--- config.mk ---
export PLATFORM = sky130hd
export DESIGN_NAME = demux1to2_stream
export DESIGN_NICKNAME = d
export VERILOG_FILES = /design/src/rtl/demux_pkg.sv /design/src/rtl/demux_out_slot.sv /design/src/rtl/demux1to2_stream.sv
export SDC_FILE = /design/constraint.sdc
export NUM_CORES = 1
export LEC_CHECK = 0
export BUFFER_PORTS_ARGS = -buffer_cell sky130_fd_sc_hd__buf_4
export CORE_MARGIN = 5
export CORE_UTILIZATION = 35
export CTS_CLUSTER_DIAMETER = 60
export DETAILED_ROUTE_END_ITERATION = 10
export PLACE_DENSITY_LB_ADDON = 0.15
export SLEW_MARGIN = 10
export SYNTH_ARGS = -nofsm -noshare
export SYNTH_HDL_FRONTEND = slang
export SYNTH_SLANG_ARGS = --single-unit
--- constraint.sdc ---
create_clock -name clk -period 3 [get_ports clk]
set_clock_uncertainty 0.1 [all_clocks]
set_input_delay 0.3 -clock clk [delete_from_list [all_inputs] [get_ports clk]]
set_output_delay 0.3 -clock clk [all_outputs]
set_load 0.005 [all_outputs]
--- src/rtl/demux_pkg.sv ---
// Shared definitions for the 1-to-2 streaming demultiplexer: channel ids,
// packet-lock FSM states and default widths.
package demux_pkg;

    localparam logic CH0 = 1'b0;
    localparam logic CH1 = 1'b1;

    localparam int DEF_DATA_W = 8;
    localparam int DEF_CNT_W  = 8;

    typedef enum logic [1:0] {
        IDLE  = 2'd0,
        LOCK0 = 2'd1,
        LOCK1 = 2'd2
    } lock_state_t;

endpackage

--- src/rtl/demux_out_slot.sv ---
// One-entry valid/ready output register with a saturating handshake counter.
// The slot may be refilled in the same cycle it drains.
module demux_out_slot
    import demux_pkg::*;
#(
    parameter int DATA_W = DEF_DATA_W,
    parameter int CNT_W  = DEF_CNT_W
) (
    input  logic              clk,
    input  logic              rst_n,
    input  logic              load,
    input  logic [DATA_W-1:0] load_data,
    output logic              slot_ready,
    output logic [DATA_W-1:0] out_data,
    output logic              out_valid,
    input  logic              out_ready,
    output logic [CNT_W-1:0]  cnt
);

    function automatic logic [CNT_W-1:0] sat_inc(input logic [CNT_W-1:0] v);
        return (&v) ? v : v + 1'b1;
    endfunction

    logic [DATA_W-1:0] data_p1;
    logic              vld_p1;
    logic [CNT_W-1:0]  cnt_p1;
    logic              drain;

    assign drain      = vld_p1 && out_ready;
    assign slot_ready = !vld_p1 || out_ready;

    // Stage p1: registered slot and delivered-beat counter
    always_ff @(posedge clk or negedge rst_n) begin
        if (!rst_n) begin
            data_p1 <= '0;
            vld_p1  <= 1'b0;
            cnt_p1  <= '0;
        end else begin
            if (load) begin
                data_p1 <= load_data;
            end
            vld_p1 <= load || (vld_p1 && !out_ready);
            if (drain) begin
                cnt_p1 <= sat_inc(cnt_p1);
            end
        end
    end

    assign out_data  = data_p1;
    assign out_valid = vld_p1;
    assign cnt       = cnt_p1;

endmodule

--- src/rtl/demux1to2_stream.sv ---
// 1-to-2 streaming demultiplexer with independent per-channel output slots.
// Optional packet locking is enabled by defining DEMUX_PKT_LOCK_EN.
module demux1to2_stream
    import demux_pkg::*;
#(
    parameter int DATA_W = DEF_DATA_W,
    parameter int CNT_W  = DEF_CNT_W
) (
    input  logic              clk,
    input  logic              rst_n,
    input  logic [DATA_W-1:0] in_data,
    input  logic              in_sel,
    input  logic              in_last,
    input  logic              in_valid,
    output logic              in_ready,
    output logic [DATA_W-1:0] out0_data,
    output logic              out0_valid,
    input  logic              out0_ready,
    output logic [DATA_W-1:0] out1_data,
    output logic              out1_valid,
    input  logic              out1_ready,
    output logic [CNT_W-1:0]  cnt0,
    output logic [CNT_W-1:0]  cnt1
);

    logic dst;
    logic ready0;
    logic ready1;
    logic accept;
    logic load0;
    logic load1;

`ifdef DEMUX_PKT_LOCK_EN
    lock_state_t state;
    lock_state_t state_nxt;

    always_ff @(posedge clk or negedge rst_n) begin
        if (!rst_n) begin
            state <= IDLE;
        end else begin
            state <= state_nxt;
        end
    end

    // Destination decode is kept apart from next-state so accept never feeds back into dst
    always_comb begin
        dst = in_sel;
        case (state)
            LOCK0:   dst = CH0;
            LOCK1:   dst = CH1;
            default: dst = in_sel;
        endcase
    end

    always_comb begin
        state_nxt = state;
        case (state)
            IDLE: begin
                if (accept && !in_last) begin
                    state_nxt = (in_sel == CH1) ? LOCK1 : LOCK0;
                end
            end
            LOCK0, LOCK1: begin
                if (accept && in_last) begin
                    state_nxt = IDLE;
                end
            end
            default: state_nxt = IDLE;
        endcase
    end
`else
    logic unused_last;
    assign unused_last = in_last;
    assign dst         = in_sel;
`endif

    assign in_ready = (dst == CH1) ? ready1 : ready0;
    assign accept   = in_valid && in_ready;
    assign load0    = accept && (dst == CH0);
    assign load1    = accept && (dst == CH1);

    demux_out_slot #(
        .DATA_W (DATA_W),
        .CNT_W  (CNT_W)
    ) u_slot0 (
        .clk        (clk),
        .rst_n      (rst_n),
        .load       (load0),
        .load_data  (in_data),
        .slot_ready (ready0),
        .out_data   (out0_data),
        .out_valid  (out0_valid),
        .out_ready  (out0_ready),
        .cnt        (cnt0)
    );

    demux_out_slot #(
        .DATA_W (DATA_W),
        .CNT_W  (CNT_W)
    ) u_slot1 (
        .clk        (clk),
        .rst_n      (rst_n),
        .load       (load1),
        .load_data  (in_data),
        .slot_ready (ready1),
        .out_data   (out1_data),
        .out_valid  (out1_valid),
        .out_ready  (out1_ready),
        .cnt        (cnt1)
    );

endmodule

Word-level counts from Yosys, hierarchy flattened
Index checks and enable logic that the tools add are counted.
{ "op_classes": {"n_addsub": 2, "mux": 1, "n_bitwise": 3, "reduce_logical": 19} }
{ "op_table": {"columns": ["op", "n"], "rows": [
  ["$add 8x1->8 const B", 2],
  ["$reduce_and 8->1", 2],
  ["$logic_and 1x1->1", 7],
  ["$logic_not 1->1", 4],
  ["$logic_or 1x1->1", 4],
  ["$reduce_and 2->1", 2],
  ["$not 1->1", 3],
  ["$mux 1", 1]
]} }
{ "totals": {"reg_bits": 34, "input_bits": 15, "output_inout_bits": 35, "elab_cells": 31} }

Longest topological paths before layout
Gate-level depths: netlist of run 1.
{ "logic_depth": {"depth_word": 6, "depth_mapped": 5, "mapped_depth_nobuf": 5} }

Cells and area by module
A second synthesis of run 1 with hierarchy kept.
{ "hier_totals": {"cells_unflattened": 109, "area_unflattened_um2": 1471.4} }
{ "by_module_without_submodules": {"columns": ["module", "n_inst", "cells_each", "area_each_um2", "seq_area_each_um2"], "rows": [
  ["demux_out_slot", 2, 53, 719.4, 425.4],
  ["demux1to2_stream", 1, 3, 32.5, 0.0]
]} }

Worst setup path after synthesis of run 1
OpenSTA, ideal clock, no wires.
{ "synth_path": {"path_type": "reg2reg", "from": "reg u_slot1.cnt_p1[0], in the netlist u_slot1.cnt[0]", "to": "reg u_slot1.cnt_p1[1], in the netlist u_slot1.cnt[1]", "setup_time_ps": 125, "arrival_time_ps": 1248, "required_time_ps": 2775, "setup_slack_ps": 1527, "path_stages_with_launch": 5, "path_buffers": 0, "synth_period_minus_slack_ps": 1473, "cell_sequence": "dfrtp_1 > ha_1 > nand3_1 > o21ai_1 > mux2_2"} }
{ "synth_via": {"elab_chain_len": 3, "elab_cells_between_ends": 4, "classes_between": "1 x add/sub; 1 x bitwise; 2 x reduce/logical"} }
{ "synth_lines": {"columns": ["element", "line", "text"], "rows": [
  ["start, declared", "demux_out_slot.sv:26", "logic [CNT_W-1:0] cnt_p1;"],
  ["start signal, assigned", "demux_out_slot.sv:44", "cnt_p1 <= sat_inc(cnt_p1);"],
  ["branches (longest 3 deep; another with $add 8x1->8)", null, null]
]} }
Parallel ways; which one is timed is not known.
A chain may end at the register's enable or synchronous reset.

Final worst setup path of run 1
{ "layout_path": {"from": "reg u_slot1.vld_p1, in the netlist u_slot1.out_valid", "to": "reg u_slot1.data_p1[0], in the netlist u_slot1.out_data[0]"} }
{ "layout_via": {"elab_chain_len": 5} }
{ "layout_lines": {"columns": ["element", "line", "text"], "rows": [
  ["start, declared", "demux_out_slot.sv:25", "logic vld_p1;"],
  ["start signal, assigned", "demux_out_slot.sv:42", "vld_p1 <= load || (vld_p1 && !out_ready);"],
  ["$logic_not 1->1", "demux_out_slot.sv:30", "assign slot_ready = !vld_p1 || out_ready;"],
  ["$logic_or 1x1->1", "demux_out_slot.sv:30", null],
  ["$mux 1", "demux1to2_stream.sv:77", "assign in_ready = (dst == CH1) ? ready1 : ready0;"],
  ["$logic_and 1x1->1", "demux1to2_stream.sv:78", "assign accept = in_valid && in_ready;"],
  ["$logic_and 1x1->1", "demux1to2_stream.sv:80", "assign load1 = accept && (dst == CH1);"],
  ["end signal, assigned", "demux_out_slot.sv:40", "data_p1 <= load_data;"],
  ["end, declared", "demux_out_slot.sv:24", "logic [DATA_W-1:0] data_p1;"]
]} }
Every way passes these cells.

==> impl_metrics.tcl, run 1 <==
set metrics [dict create \
    outcome "finished clean" \
    dr_total_vias 1121 \
    timing.fmax_ghz 0.550 \
    drive_above_1_share_pct 40.9 \
    ys_types 24 \
    max-vdd-ir-drop_mv 0.349 \
    critPathKind "reg2reg" \
    met3_usage_pct 5.74 \
    hold_buffers 1 \
    grt_setup_unrepaired "false" \
    synth_commonest_cells "dfrtp_1 (34), mux2_2 (14), nand2_1 (12), nand3_1 (9), mux2_1 (8)" \
    r2r_cells 3 \
    ctsResizeCount 0 \
    drc_errors 0 \
    clockRootBuffer "clkbuf_8" \
    tightest_slew_ns 0.832 \
    drv_cap 0 \
    route.detailed.wl_per_inst_um 14.2 \
    numCtsBuffers 5 \
    switchingPower_w 0.000426 \
    ioPinCount 50 \
    portBuffers 48 \
    path_max_fanout 8 \
    syn_nets 138 \
    wl_mm 3.22 \
    dp_hpwl_mm 2.41 \
    nNetsFinal 193 \
    start_util_pct 36.5 \
    cts_buffer_depth 2 \
    holdCritPathClass "in2reg" \
    cts_setup_buffers 0 \
    cpPeakStageDelay_ns 0.68 \
    sequentialPowerShare_pct 49.7 \
    ys_warn_count 0 \
    antenna_found_initial 0 \
    syn-cell-area_mm2 0.00148 \
    grt_pass1_wl_mm 5.38 \
    ys_seq_area_share_pct 57.4 \
    fin_setup_tns_ns 0 \
    setup_violations 0 \
    critPathRequiredTime_ns 3.07 \
    clock-sinks 34 \
    p_per_area_mw_per_mm2 705 \
    final-instance-count-excl-fill 226 \
    yosysMostFrequentCell "dfrtp_1" \
    synth.largest_area_cell "dfrtp_1" \
    slew_violations 0 \
    cpMaxStageDelayCell "nor2b_1" \
    grt_max_degree 35 \
    viasPerCell 4.96 \
    syn_avg_cell_area_um2 12.3 \
    core_mm2 0.00406 \
    synth_ff_type "dfrtp_1" \
    grt_pass1_vias 1152 \
    path_clk_slew_ns 0.07 \
    slew_headroom_pct 44.4 \
    synth_seq_cells 34 \
    use_met1_pct 15.1 \
    drt_pass1_iterations 4 \
    rows 23 \
    finish.utilization_pct 49.0 \
    period_minus_slack_ns 1.82 \
    finalCritPeriodShare_pct 60.6 \
    h-tree-depth 2 \
    synth.area.top_cells "dfrtp_1 (57%), mux2_2 (11%), mux2_1 (6.1%), nand3_1 (3.0%), nand2_1 (3.0%)" \
    grt_overflow_total 0 \
    synth_top_area_share_pct 57.4 \
    synth_edf_count 0 \
    end_kind "register" \
    area_growth_pct 34.2 \
    cts_tree "done" \
    crit_chain "nand2b_1 > nor2b_1 > mux2_2" \
    worstHoldPathCells 2 \
    die_area_mm2 0.00564 \
    synth_cells 121 \
    die_h_um 75.1 \
    hold_viol 0 \
    grt_busiest_layer "met2" \
    use_met2_pct 20.4 \
    power.share.switching_pct 30.4 \
    worstSkewPairLatency_ns 0.28 \
    arrival_ns 1.88 \
    power.leakage_nw 0.916 \
    pwr-share-comb_pct 28.2 \
    p_clk_share_pct 22.1 \
    setup.worst_path.start_class "register" \
    async_flop_share_pct 100 \
    gp_congestion 0.780 \
    p_int_w 0.000977 \
    initialDrtViolationCount 57 \
    chipWidth_um 75.1 \
    dp.cells 218 \
    num_antenna_cells 0 \
    track_usage_pct 12.6 \
    ant_nets 0 \
]
[stage by stage]
step                hold slack (ns)  power (W)  setup WS [ns]  instance area, µm²
floorplan                   -0.0956   0.000853           1.53                1480
global placement              0.172    0.00109           1.17                1900
detailed placement            0.182    0.00111           1.10                1900
CTS                           0.139    0.00142           1.13                1990
global route                  0.141    0.00150           1.09                1990
finish                        0.146    0.00140           1.18                1990
[sequential cells by signal, summed over array words and instances, names as in the netlist]
signal	flops
u_slot0.cnt	8
u_slot0.out_data	8
u_slot1.out_data	8
u_slot0.out_valid	1
u_slot1.cnt	8
u_slot1.out_valid	1
[metal layers]
layer | wire length, µm | share of wire (%) | vias to the layer above
met5 | 0 | 0 | -
met4 | 29 | 0.90 | 0
met3 | 296 | 9.2 | 5
met2 | 1590 | 49 | 39
met1 | 1300 | 41 | 538
li1 | - | - | 539
[power by group through the flow]
| stage | Combinational [W] | Sequential (W) | Clock [W] |
|---|---|---|---|
| 6_report | 0.000395 | 0.000697 | 0.000310 |
| 5_1_grt | 0.000440 | 0.000719 | 0.000341 |
| 4_1_cts | 0.000406 | 0.000696 | 0.000322 |
| 3_5_place_dp | 0.000405 | 0.000702 | 0 |
| 3_3_place_gp | 0.000394 | 0.000698 | 0 |
| 2_1_floorplan | 0.000160 | 0.000693 | 0 |
[critical path: cells and delay by family (launching register included)]
kind             cells  cell delay [ns]
flip-flops           1             0.41
AND/OR/NAND/NOR      2             0.79
multiplexers         1             0.41
[path summary, 6_finish.rpt]
path                                          start                   to  slack [ns]
worst min register to register  u_slot1.out_data[4]  u_slot1.out_data[4]        0.39
min in group asynchronous                     rst_n       u_slot1.cnt[5]        0.40
max in group asynchronous                     rst_n       u_slot1.cnt[3]        2.08
worst max-delay path              u_slot1.out_valid  u_slot1.out_data[0]        1.18
worst max register to register    u_slot1.out_valid  u_slot1.out_data[0]        1.18
worst min-delay path                     in_data[4]  u_slot1.out_data[4]        0.15
[area by class of cell]
type	count	area (µm²)
clock buffers	5	68.8
clock inverters	2	10.0
fillers	359	2070
multi-input cells	86	627
flip-flops and latches	34	851
well taps	50	62.6
repair buffers	49	370
[kinds of logic (layout without fill, tap and decap cells)]
| family | count (synthesis) | count (layout) | synth area share, % |
|---|---|---|---|
| flip-flops | 34 | 34 | 57.4 |
| adder cells (fa/ha/maj) | 2 | 2 | 1.69 |
| multiplexers | 24 | 24 | 18.1 |
| XOR/XNOR | 3 | 3 | 1.77 |
| AO/OA/AOI/OAI | 9 | 9 | 3.80 |
| AND/OR/NAND/NOR | 48 | 48 | 17.0 |
| buffers and inverters | 1 | 56 | 0.337 |
[layout by cell type (no fill, tap or decap), types with 2 or more instances in the layout]
master	n
and2_1	2
nand4_1	6
nand2b_1	4
xnor2_1	3
mux2_2	14
nand3_1	9
mux2i_1	2
a31oi_1	3
nor2_1	7
ha_1	2
mux2_1	8
clkinv_2	2
and3_1	2
a21oi_1	2
buf_4	48
nand2_1	12
o21a_1	3
clkbuf_8	5
dfrtp_1	34
Power figures use the tool's default switching activity.
==> run 2: changes to the inputs <==
--- a/config.mk
+++ b/config.mk
@@ -5,6 +5,7 @@
 export SDC_FILE = /design/constraint.sdc
 export NUM_CORES = 1
 export LEC_CHECK = 0
+export ABC_AREA = 1
 export BUFFER_PORTS_ARGS = -buffer_cell sky130_fd_sc_hd__buf_4
 export CORE_MARGIN = 5
 export CORE_UTILIZATION = 35
==> constraint.sdc (replaced) <==
create_clock -name clk -period 1.6 [get_ports clk]
set_clock_uncertainty 0.1 [all_clocks]
set_input_delay 0.16 -clock clk [delete_from_list [all_inputs] [get_ports clk]]
set_output_delay 0.16 -clock clk [all_outputs]
set_load 0.005 [all_outputs]
==> run 2 against run 1 <==
  * Setup slack got worse by 0.99 ns
  * Combinational power increased by 77%
  * Die area is 11% higher
  * Area after synthesis rose by 12%
==> impl_metrics.tcl, run 2 <==
set metrics [dict create \
    cts_tree "done" \
    syn_avg_cell_area_um2 8.68 \
    cpMaxStageDelayCell "dfrtp_1" \
    holdCritPathClass "in2reg" \
    core_mm2 0.00466 \
    dp_hpwl_mm 2.56 \
    fin_setup_tns_ns 0 \
    setup.worst_path.start_class "register" \
    worstSkewPairLatency_ns 0.28 \
    critPathKind "reg2out" \
    period_minus_slack_ns 1.41 \
    crit_chain "nand2_2 > nor2_1 > a31oi_1 > buf_4" \
    syn_nets 209 \
    die_area_mm2 0.00624 \
    power_w 0.00271 \
    drc_errors 0 \
    cpPeakStageDelay_ns 0.41 \
    reg2reg_slack_ns 0.23 \
    ys_warn_count 0 \
    tightest_slew_ns 0.435 \
    end_kind "output port" \
    drv_cap 0 \
    finalCritPeriodShare_pct 88.3 \
    path_clk_slew_ns 0.07 \
    critPathRequiredTime_ns 1.34 \
    synth.largest_area_cell "dfrtp_1" \
    synth.area.top_cells "dfrtp_1 (51%), nand2_1 (14%), o21ai_1 (5.1%), inv_1 (5.0%), nand3_1 (3.9%)" \
    antenna_found_initial 0 \
    initialDrtViolationCount 68 \
    ys_types 21 \
    portBuffers 48 \
    grt_setup_unrepaired "false" \
    drive_above_1_share_pct 30.1 \
    start_util_pct 35.8 \
    reg2reg_from "u_slot1.cnt[0]" \
    cts_buffer_depth 2 \
    outcome "finished clean" \
    grt_pass1_wl_mm 6.00 \
    final_cell_mix "nand2_1 (60), buf_4 (48), dfrtp_1 (34)" \
    ant_nets 0 \
    mostFrequentLayoutCell "nand2_1" \
    rows 25 \
    crit_buf_inv 1 \
    r2r-end "u_slot1.cnt[2]" \
    grt_max_degree 35 \
    numCtsBuffers 5 \
    wl_mm 3.51 \
    whs_endpoint "u_slot1.out_data[3]" \
    chipWidth_um 79.0 \
    max-vdd-ir-drop_mv 0.487 \
    drt_pass1_iterations 4 \
    slew_headroom_pct 71.0 \
    num_antenna_cells 0 \
    viasPerCell 4.43 \
    p_per_area_mw_per_mm2 1230 \
    hold_viol 0 \
    clock-sinks 34 \
    worstHoldStart "in_data[3]" \
    ctsResizeCount 0 \
    setup_violations 0 \
    slew_violations 0 \
    arrival_ns 1.15 \
    yosysMostFrequentCell "nand2_1" \
    crit_family "flip-flops" \
    async_flop_share_pct 100 \
    r2r_cells 7 \
    synth_top_area_share_pct 51.1 \
    clockRootBuffer "clkbuf_8" \
    timing.fmax_ghz 0.708 \
    area_growth_pct 31.7 \
    syn-cell-area_mm2 0.00167 \
    worstHoldPathCells 3 \
    nNetsFinal 263 \
    synth_cells 192 \
    path_max_fanout 3 \
    power.leakage_nw 1.14 \
    route.detailed.wl_per_inst_um 11.7 \
    grt_pass1_vias 1325 \
    ioPinCount 50 \
    synth_edf_count 0 \
    synth_ff_type "dfrtp_1" \
    synth_commonest_cells "nand2_1 (60), dfrtp_1 (34), inv_1 (22), o21ai_1 (17), nand3_1 (13)" \
    synth_seq_cells 34 \
    grt_overflow_total 0 \
    ys_seq_area_share_pct 51.1 \
    track_usage_pct 12.1 \
    die_h_um 79.0 \
    gp_congestion 0.734 \
    dr_total_vias 1330 \
    h-tree-depth 2 \
]
==> run 2: cell types whose count changed after synthesis, sizes merged, moves of 3 or more <==
cell / delta
nand2: +54
inv: +25
mux2: -22
o21ai: +21
nor2: +9
nand3: +5
nand2b: -4
and2: -3
nand3b: +3
o21a: -3
==> run 2: metrics by stage <==
step | setup WS (ns) | util (%) | area (µm²) | cells | hold slack (ns)
after floorplan | 0.322 | - | 1670 | 192 | -0.236
final | 0.187 | 47.1 | 2190 | 300 | 0.0425
after global placement | 0.234 | 44.5 | 2070 | 292 | 0.0447
after global routing | 0.122 | 47.1 | 2190 | 300 | 0.0439
after detailed placement | 0.230 | 44.5 | 2070 | 292 | 0.0455
after CTS | 0.149 | 47.1 | 2190 | 300 | 0.0354
==> run 2: worst max-delay path by stage <==
stage | endpoint | startpoint | cells past startpoint
3_5_place_dp | u_slot1.cnt[2] | u_slot1.cnt[0] | 7
4_1_cts | in_ready | u_slot0.out_valid | 4
6_report | in_ready | u_slot0.out_valid | 4
3_3_place_gp | u_slot1.cnt[2] | u_slot1.cnt[0] | 7
2_1_floorplan | u_slot1.cnt[2] | u_slot1.cnt[0] | 7
5_1_grt | in_ready | u_slot0.out_valid | 4
==> run 2: power breakdown <==
part | switching [W] | internal, W
sequential | 0.000186 | 0.00102
clock | 0.000300 | 0.000498
combinational | 0.000321 | 0.000380
total | 0.000807 | 0.00190
==> run 2: cells by family (layout without fill, tap and decap cells) <==
kind of cell	count (synthesis)	in the layout	synth area share, %
AO/OA/AOI/OAI	23	23	7.43
flip-flops	34	34	51.1
XOR/XNOR	2	2	1.05
buffers and inverters	27	81	6.98
adder cells (fa/ha/maj)	2	2	1.50
AND/OR/NAND/NOR	104	104	32.0
==> run 2: timing repair <==
item,CTS,global route
setup buffers,0,0
hold buffers,1,0
hold endpoints to repair,34,0
==> run 2: layout make-up <==
cell class	count	area, µm²
fill	466	2470
tap	54	67.6
clock buffer	6	82.6
timing repair buffer	49	370
sequential	34	851
inverter	25	93.8
multi-input combinational	131	699
clock inverter	1	30.0
==> run 2: layer usage <==
layer	routed length [µm]	vias up	track usage, %
met2	1630	31	19.7
li1	-	714	-
met3	221	2	4.31
met4	25	0	4.12
met5	0	-	0
met1	1630	583	14.8
==> run 2: tightest hold or removal path: stages <==
cell and delay, ns:
buf_4 0.07, inv_1 0.04, o21ai_1 0.11
